<file path="src/rtl/button_scanner.sv">
// rtl/button_scanner.sv - round-robin debouncer for raw button inputs with a press/release event queue
//
// Purpose: each raw input is synchronised, then a single scan engine visits one
// channel per cycle and runs that channel's debounce counter. When a counter
// saturates and the input still differs, the debounced level flips and an event
// is pushed into a small FIFO read through a valid/ready handshake.
//
// Optional feature: define BUTTON_SCANNER_AUTOREPEAT_EN to add per-channel
// auto-repeat events while a button stays pressed. Without it, there is no repeat
// storage and evt_repeat is tied to 0.
//
// Ports:
//   clk         clock, rising edge
//   reset       synchronous, active-high
//   in          raw asynchronous inputs, 1 = pressed
//   state       debounced level per channel
//   evt_valid   event queue non-empty
//   evt_ready   consumer pops the head when evt_valid & evt_ready
//   evt_press   head event: 1 = press, 0 = release
//   evt_repeat  head event is an auto-repeat
//   evt_index   head event channel number
//   overflow    sticky: an event was dropped because the queue was full

module button_scanner #(
    parameter int NUM_INPUTS   = 7,
    parameter int COUNT_WIDTH  = 8,
    parameter int FIFO_DEPTH   = 4,
    parameter int REPEAT_WIDTH = 16
) (
    input  logic                          clk,
    input  logic                          reset,
    input  logic [NUM_INPUTS-1:0]         in,
    output logic [NUM_INPUTS-1:0]         state,
    output logic                          evt_valid,
    input  logic                          evt_ready,
    output logic                          evt_press,
    output logic                          evt_repeat,
    output logic [$clog2(NUM_INPUTS)-1:0] evt_index,
    output logic                          overflow
);

    localparam int IDX_W = $clog2(NUM_INPUTS);
    localparam int AW    = $clog2(FIFO_DEPTH);
    localparam logic [IDX_W-1:0] LAST_IDX = IDX_W'(NUM_INPUTS - 1);
`ifdef BUTTON_SCANNER_AUTOREPEAT_EN
    localparam int EW = IDX_W + 2;   // {press, repeat, index}
`else
    localparam int EW = IDX_W + 1;   // {press, index}
`endif

    logic [NUM_INPUTS-1:0]  sync1_q, sync2_q;
    logic [NUM_INPUTS-1:0]  state_q, state_d;
    logic [IDX_W-1:0]       idx_q, idx_d;
    logic [COUNT_WIDTH-1:0] cnt_q [NUM_INPUTS];
    logic [COUNT_WIDTH-1:0] cnt_d;
    logic                   vis_sync, vis_state;
    logic                   push;
    logic [EW-1:0]          push_entry;
`ifdef BUTTON_SCANNER_AUTOREPEAT_EN
    logic [REPEAT_WIDTH-1:0] rpt_q [NUM_INPUTS];
    logic [REPEAT_WIDTH-1:0] rpt_d;
    logic                    push_repeat;
`endif

    logic [EW-1:0] mem_q [FIFO_DEPTH];
    logic [AW:0]   wr_q, rd_q;
    logic          overflow_q;
    logic          empty, full, pop, wr_en;
    logic [EW-1:0] head;

    // Scan engine: only the channel under idx_q is evaluated this cycle.
    always_comb begin
        vis_sync  = sync2_q[idx_q];
        vis_state = state_q[idx_q];
        state_d   = state_q;
        cnt_d     = '0;
        push      = 1'b0;
        idx_d     = (idx_q == LAST_IDX) ? '0 : idx_q + 1'b1;
        if (vis_sync != vis_state) begin
            if (cnt_q[idx_q] != '1) begin
                cnt_d = cnt_q[idx_q] + 1'b1;
            end else begin
                state_d[idx_q] = vis_sync;
                push           = 1'b1;
            end
        end
`ifdef BUTTON_SCANNER_AUTOREPEAT_EN
        // A commit needs sync != state, a repeat needs both high, so the two
        // never collide and the repeat counter is already cleared on commits.
        rpt_d       = '0;
        push_repeat = 1'b0;
        if (vis_sync && vis_state) begin
            if (rpt_q[idx_q] == '1) begin
                push        = 1'b1;
                push_repeat = 1'b1;
            end else begin
                rpt_d = rpt_q[idx_q] + 1'b1;
            end
        end
        push_entry = {vis_sync, push_repeat, idx_q};
`else
        push_entry = {vis_sync, idx_q};
`endif
    end

    // Full/empty from pointers carrying one extra wrap bit.
    assign empty = (wr_q == rd_q);
    assign full  = (wr_q[AW] != rd_q[AW]) && (wr_q[AW-1:0] == rd_q[AW-1:0]);
    assign pop   = !empty && evt_ready;
    // A pop frees the head slot on the same edge, so a push into a full queue
    // is still accepted when a pop accompanies it.
    assign wr_en = push && (!full || pop);

    always_ff @(posedge clk) begin
        if (reset) begin
            sync1_q    <= '0;
            sync2_q    <= '0;
            state_q    <= '0;
            idx_q      <= '0;
            wr_q       <= '0;
            rd_q       <= '0;
            overflow_q <= 1'b0;
            for (int i = 0; i < NUM_INPUTS; i++) begin
                cnt_q[i] <= '0;
`ifdef BUTTON_SCANNER_AUTOREPEAT_EN
                rpt_q[i] <= '0;
`endif
            end
        end else begin
            sync1_q      <= in;
            sync2_q      <= sync1_q;
            state_q      <= state_d;
            idx_q        <= idx_d;
            cnt_q[idx_q] <= cnt_d;
`ifdef BUTTON_SCANNER_AUTOREPEAT_EN
            rpt_q[idx_q] <= rpt_d;
`endif
            if (wr_en) begin
                mem_q[wr_q[AW-1:0]] <= push_entry;
            end
            wr_q <= wr_q + {{AW{1'b0}}, wr_en};
            rd_q <= rd_q + {{AW{1'b0}}, pop};
            if (push && !wr_en) begin
                overflow_q <= 1'b1;
            end
        end
    end

    assign head      = mem_q[rd_q[AW-1:0]];
    // The event outputs are forced low while reset is asserted, not just after it.
    assign evt_valid = !reset && !empty;
    assign evt_press = evt_valid && head[EW-1];
    assign evt_index = evt_valid ? head[IDX_W-1:0] : '0;
`ifdef BUTTON_SCANNER_AUTOREPEAT_EN
    assign evt_repeat = evt_valid && head[IDX_W];
`else
    assign evt_repeat = 1'b0;
`endif
    assign state    = state_q;
    assign overflow = overflow_q;

endmodule

</file>
<file path="config.mk">
export PLATFORM = sky130hd
export DESIGN_NAME = button_scanner
export DESIGN_NICKNAME = d
export VERILOG_FILES = /design/src/rtl/button_scanner.sv
export SDC_FILE = /design/constraint.sdc
export NUM_CORES = 1
export LEC_CHECK = 0
export BUFFER_PORTS_ARGS = -buffer_cell sky130_fd_sc_hd__buf_2
export CAP_MARGIN = 25
export CORE_MARGIN = 2
export CORE_UTILIZATION = 30
export DETAILED_ROUTE_END_ITERATION = 16
export PLACE_DENSITY = 0.48
export SYNTH_ARGS = -nofsm -noshare
export SYNTH_HDL_FRONTEND = slang
export SYNTH_SLANG_ARGS = --single-unit
</file>
<file path="constraint.sdc">
create_clock -name clk -period 2.92 [get_ports clk]
set_input_delay 0.584 -clock clk [delete_from_list [all_inputs] [get_ports clk]]
set_output_delay 0.584 -clock clk [all_outputs]
set_load 0.02 [all_outputs]
</file>
Word-level counts from Yosys, hierarchy flattened:

Memories as Yosys holds them, arrays and structs flattened. A register that Yosys moved wholly into a read port is not among the register bits.
Cells that the tools add are included.

* input port bits: 10
* word-level logic and storage cells: 60
* memories kept: 2
* output and inout port bits: 14
* memory bits (writable): 72
* register bits: 31

Memory list
* cnt_q: depth 7, width 8, rd ports 1, clocked after memory_dff 1, wr ports 7, RTL line 54 `logic [COUNT_WIDTH-1:0] cnt_q [NUM_INPUTS];`
* mem_q: depth 4, width 4, rd ports 1, clocked after memory_dff 1, wr ports 1, RTL line 65 `logic [EW-1:0] mem_q [FIFO_DEPTH];`

* magnitude comparators: 2
* $add $sub $neg: 4
* bitwise logic cells: 1
* equality and inequality tests: 6
* muxes and demuxes: 23
* reductions and logical operators: 15

Operators with widths (number)
* $mux W8: 3
* $mux W1: 12
* $mux W3: 3
* $add A8 B1 Y8 const B: 1
* $ne A8 B8 Y1 const B: 1
* $reduce_or A8 Y1: 1
* $bwmux W7: 1
* $logic_and A1 B1 Y1: 7
* $add A3 B1 Y3: 2
* $bmux W1 S3: 2
* $logic_not A1 Y1: 4
* $lt A3 B4 Y1 const B: 1
* $add A3 B1 Y3 const B: 1
* $demux W1 S3: 1
* $eq A3 B3 Y1: 1
* $eq A3 B3 Y1 const B: 1
* $ge A3 B1 Y1 const B: 1
* $eq A2 B2 Y1: 1
* $mux W2: 1
* $ne A1 B1 Y1: 2
* $reduce_and A2 Y1: 1
* $reduce_or A2 Y1: 1
* $logic_or A1 B1 Y1: 1
* $not A1 Y1: 1

Depth between registers and ports, before layout:

* word-level depth: 8
* mapped depth: 15
* depth with buffers taken out: 11

Worst setup path before layout:

No wires, ideal clock.

* path type: register to register
* from: register idx_q[1]
* to: memory mem_q[1][0] (netlist bit), enable pin
* library setup time: 0.377 ns
* data required time: 2.543 ns
* arrival time: 2.779 ns
* buffers on the path: 2
* period minus slack after synthesis: 3.156 ns
* stages on the path, launching flop included: 9
* setup slack: -0.236 ns
* path through: dfxtp_1 -> mux2_2 -> a221oi_1 -> o22ai_4 -> xnor2_2 -> or3_1 -> buf_6 -> buf_6 -> nor4_1

* word-level cells in the longest chain between the ends: 8
* elaborated cells on any way between the ends: 10
* those cells by class: eq/ne: 1; mux: 8; reduce/logical: 1

Ends and longest elaborated chain
* start, declared: RTL line 53 `logic [IDX_W-1:0] idx_q, idx_d;`
* start signal, assigned: RTL line 133 `idx_q <= idx_d;`
* $bmux W1 S3: RTL line 73 `vis_sync = sync2_q[idx_q];`
* $mux W1 (implied by the code): RTL line 73
* via vis_sync: RTL line 56 `logic vis_sync, vis_state;`
* $ne A1 B1 Y1: RTL line 79 `if (vis_sync != vis_state) begin`
* $mux W1: RTL line 79
* $logic_and A1 B1 Y1: RTL line 112 `assign wr_en = push && (!full || pop);`
* $mux W1: RTL line 138 `if (wr_en) begin`
* $mux W1: RTL line 115 `if (reset) begin`
* $mux W1 (implied by the code): RTL line 139 `mem_q[wr_q[AW-1:0]] <= push_entry;`
* end, declared: RTL line 65

The timed path passes the listed nets, and every way through them passes these cells. The select of a mux whose other input is x is not followed.

Worst setup path in the final report:

* from: register idx_q[2]
* to: memory mem_q[3][3] (netlist bit), enable pin

* word-level cells in the longest chain between the ends: 8
* elaborated cells on any way between the ends: 10
* those cells by class: eq/ne: 1; mux: 8; reduce/logical: 1

Ends and longest elaborated chain (RTL line)
* $bmux W1 S3, on equally long branches: 73, 74
* $mux W1, on equally long branches: 73, 74
* $ne A1 B1 Y1 *: 79
* $mux W1 *: 79
* $logic_and A1 B1 Y1 *: 112
* $mux W1 *: 138
* $mux W1 *: 115
* $mux W1 (implied by the code) *: 139

Mark *: on every way between the ends. The rest lies on a longest branch, timed or not. The select of a mux whose other input is x is not followed.

==> run summary <==
Outcome = finished clean
Comb power frac = 0.147
Number of synthesized flops with an enable pin = 72
PwrDens = 589 nW/µm²
Critical Path AT = 2840 ps
Vias in the first global route = 3394
Routed wire per std cell = 19.2 µm
Drt initial violations = 359
Net Sw Frac = 0.267
Design Area, Final = 5890 µm²
Most frequent cells after synthesis = edfxtp_1 (72), nor2_1 (50), dfxtp_1 (39)
Post-DR vias/cell = 5.00
Post-CTS Setup Repair Bufs = 0
Post-DP Area = 5540 µm²
First-pass GRT wire length = 19700 µm
Layout cells sized above 1 = 0.256
Max Cap Viol = 0
Crit path max fanout = 13
Worst Max-Slew Pin Slew = 636 ps
Slew Limit Headroom = 0.573
DR vias = 3362
Clock transition at path regs = 80 ps
Clock power share = 0.342
Worst setup SP type = flip-flop
Slowest CP cell = or3_4
Unrepaired setup endpoints after global routing = no
Final #Nets = 465
IO Pins = 24
Cts hold-fix bufs = 0
Minimum clock period = 2820 ps
Final Max Tran Viols = 0
Largest net degree at the start of global routing = 35
WS Path Type = flip-flop to flip-flop
Synthesized flop and latch total = 111
Worst-path cell chain = buf_12 > mux2_1 > a222oi_1 > a21oi_2 > xnor2_2 > or3_4 > nor4b_4
CP delay by family, top = simple AND/OR/NAND/NOR gates
Max IR drop VDD = 284 µV
Most frequent cell after synthesis = edfxtp_1
Worst Path Buf+Inv = 1
Core Area = 16400 µm²
Dpl ws = -16.2 ps
Register area share after synthesis = 0.593
Clock skew = 15.2 ps
Final setup violating endpoints = 0
Placed Instances = 656
HP Class = input pin to flip-flop
WHS = 431 ps
Remaining antenna violation count after routing = 0
Mapped Cells = 399
Clk_lat worst skew = 370 ps
Utilization after layout = 0.359
Hpwl dp = 8840 µm
H-Tree Depth = 3
Row Count = 47
Yosys cell types = 61
Synthesized net count = 416
Antenna violations before repair = 0
Total Power = 3.47 mW
DRC = 0
Async set-reset flop share out of synthesis = 0
DR pass1 iterations = 8
GRT Util Overall = 0.150
Ant. Diodes = 0
CTS Root Buffer Type = clkbuf_16
CTS tree = yes
Finished Layout Cells = 673
Fin. Hold Viols = 0
P_leak = 2.20 nW
Share of the synthesized area in the top cell type = 0.435
Die area = 17600 µm²
CP peak stage delay = 440 ps
Port Buf Inserts = 22
Sw Pwr = 0.926 mW
Reg power frac = 0.510
Crit path required time = 2950 ps
Setup TNS Final = 0 ps
CP endpoint kind = flip-flop
Syn Area/Cell = 12.4 µm²
Layout area overhead = 18.5%
Clock sink count = 111
Final WS setup = 104 ps
Final period utilization = 0.964
Mapped cell area = 4970 µm²
Top_reg_cell synth = edfxtp_1
Gpl congestion = 0.840
WL final = 12900 µm
CTS max path bufs = 2
Internal power = 2.54 mW
Max Clock Freq = 355 MHz
Synth area leaders = edfxtp_1 (44%), dfxtp_1 (16%), nor2_1 (3.8%)
Synthesis warning total = 0
Die height = 133 µm
Initial Util = 0.303
Cell taking the most area after synthesis = edfxtp_1
Die width = 133 µm
CTS Buf Count = 9
GRT overflow = 0
metal layers:
metal	share of wire	GRT usage
met1	0.46	0.200
met2	0.47	0.240
met3	0.054	0.0318
met4	0.020	0.0603
met5	0	0
path summary, 6_finish.rpt:
| path | end | startpoint | cells past startpoint | slack (ps) |
|---|---|---|---|---|
| worst min register to register | sync2_q[4] | sync1_q[4] | 1 | 440 |
| worst max-delay path | mem_q[3][3] | idx_q[2] | 7 | 100 |
| worst min-delay path | sync1_q[4] | in[4] | 2 | 430 |
| worst max register to register | mem_q[3][3] | idx_q[2] | 7 | 100 |
sequential cells by signal (all words and copies together) (netlist names):
register / cells
cnt_q: 64
mem_q: 16
state: 7
sync1_q: 7
sync2_q: 7
idx_q: 3
rd_q: 3
wr_q: 3
overflow: 1
cells in the final DEF (no fill, tap or decap), types with 3 or more instances in the layout:
master and instances:
nand3_1 7, or3_4 3, o21bai_1 4, o311a_1 6
buf_4 38, nand2_1 24, clkbuf_16 10, a221oi_1 9
edfxtp_1 72, a22oi_1 4, or3_1 7, mux2_1 6
mux4_2 6, a2bb2oi_1 3, nor2_1 48, mux2i_1 5
o31ai_1 4, inv_1 8, dfxtp_1 37, nor2b_1 21
ha_1 7, nor3_1 13, xnor2_1 9, nor2_2 3
buf_2 22, and3_1 7, mux2_2 5, a21oi_1 7
cell families after synthesis:
family | after synthesis | synth area share
other | 1 | 0.000755
adders and majority gates | 7 | 0.0176
xor gates and xnor gates | 12 | 0.0227
buffers and inverters | 35 | 0.0411
and+or+nand+nor | 151 | 0.154
AOI/OAI and AO/OA | 58 | 0.0985
muxes | 24 | 0.0728
DFF | 111 | 0.593
power by group through the flow:
stage / Clock [mW] / Sequential (mW) / Combinational (mW)
CTS: 1.22 / 1.77 / 0.497
floorplan: 0 / 1.80 / 0.307
global placement: 0 / 1.81 / 0.495
detailed placement: 0 / 1.81 / 0.494
finish: 1.19 / 1.77 / 0.511
global route: 1.28 / 1.78 / 0.550
final cells by class:
type                            count  area [µm²]
Clock buffer                        9         225
Multi-Input combinational cell    253        1880
Sequential cell                   111        2950
Timing Repair Buffer               64         472
Clock inverter                      7        55.1
Inverter                            9        33.8
Tap cell                          220         275
Fill cell                        1621       10500
repair_timing:
action | 4_1_cts | 5_1_grt
setup endpoints to repair | 6 | 32
pin swaps | 0 | 2
gates resized for setup | 2 | 9
gates cloned | 0 | 1
No activity file was read; power rests on OpenSTA's default activity.
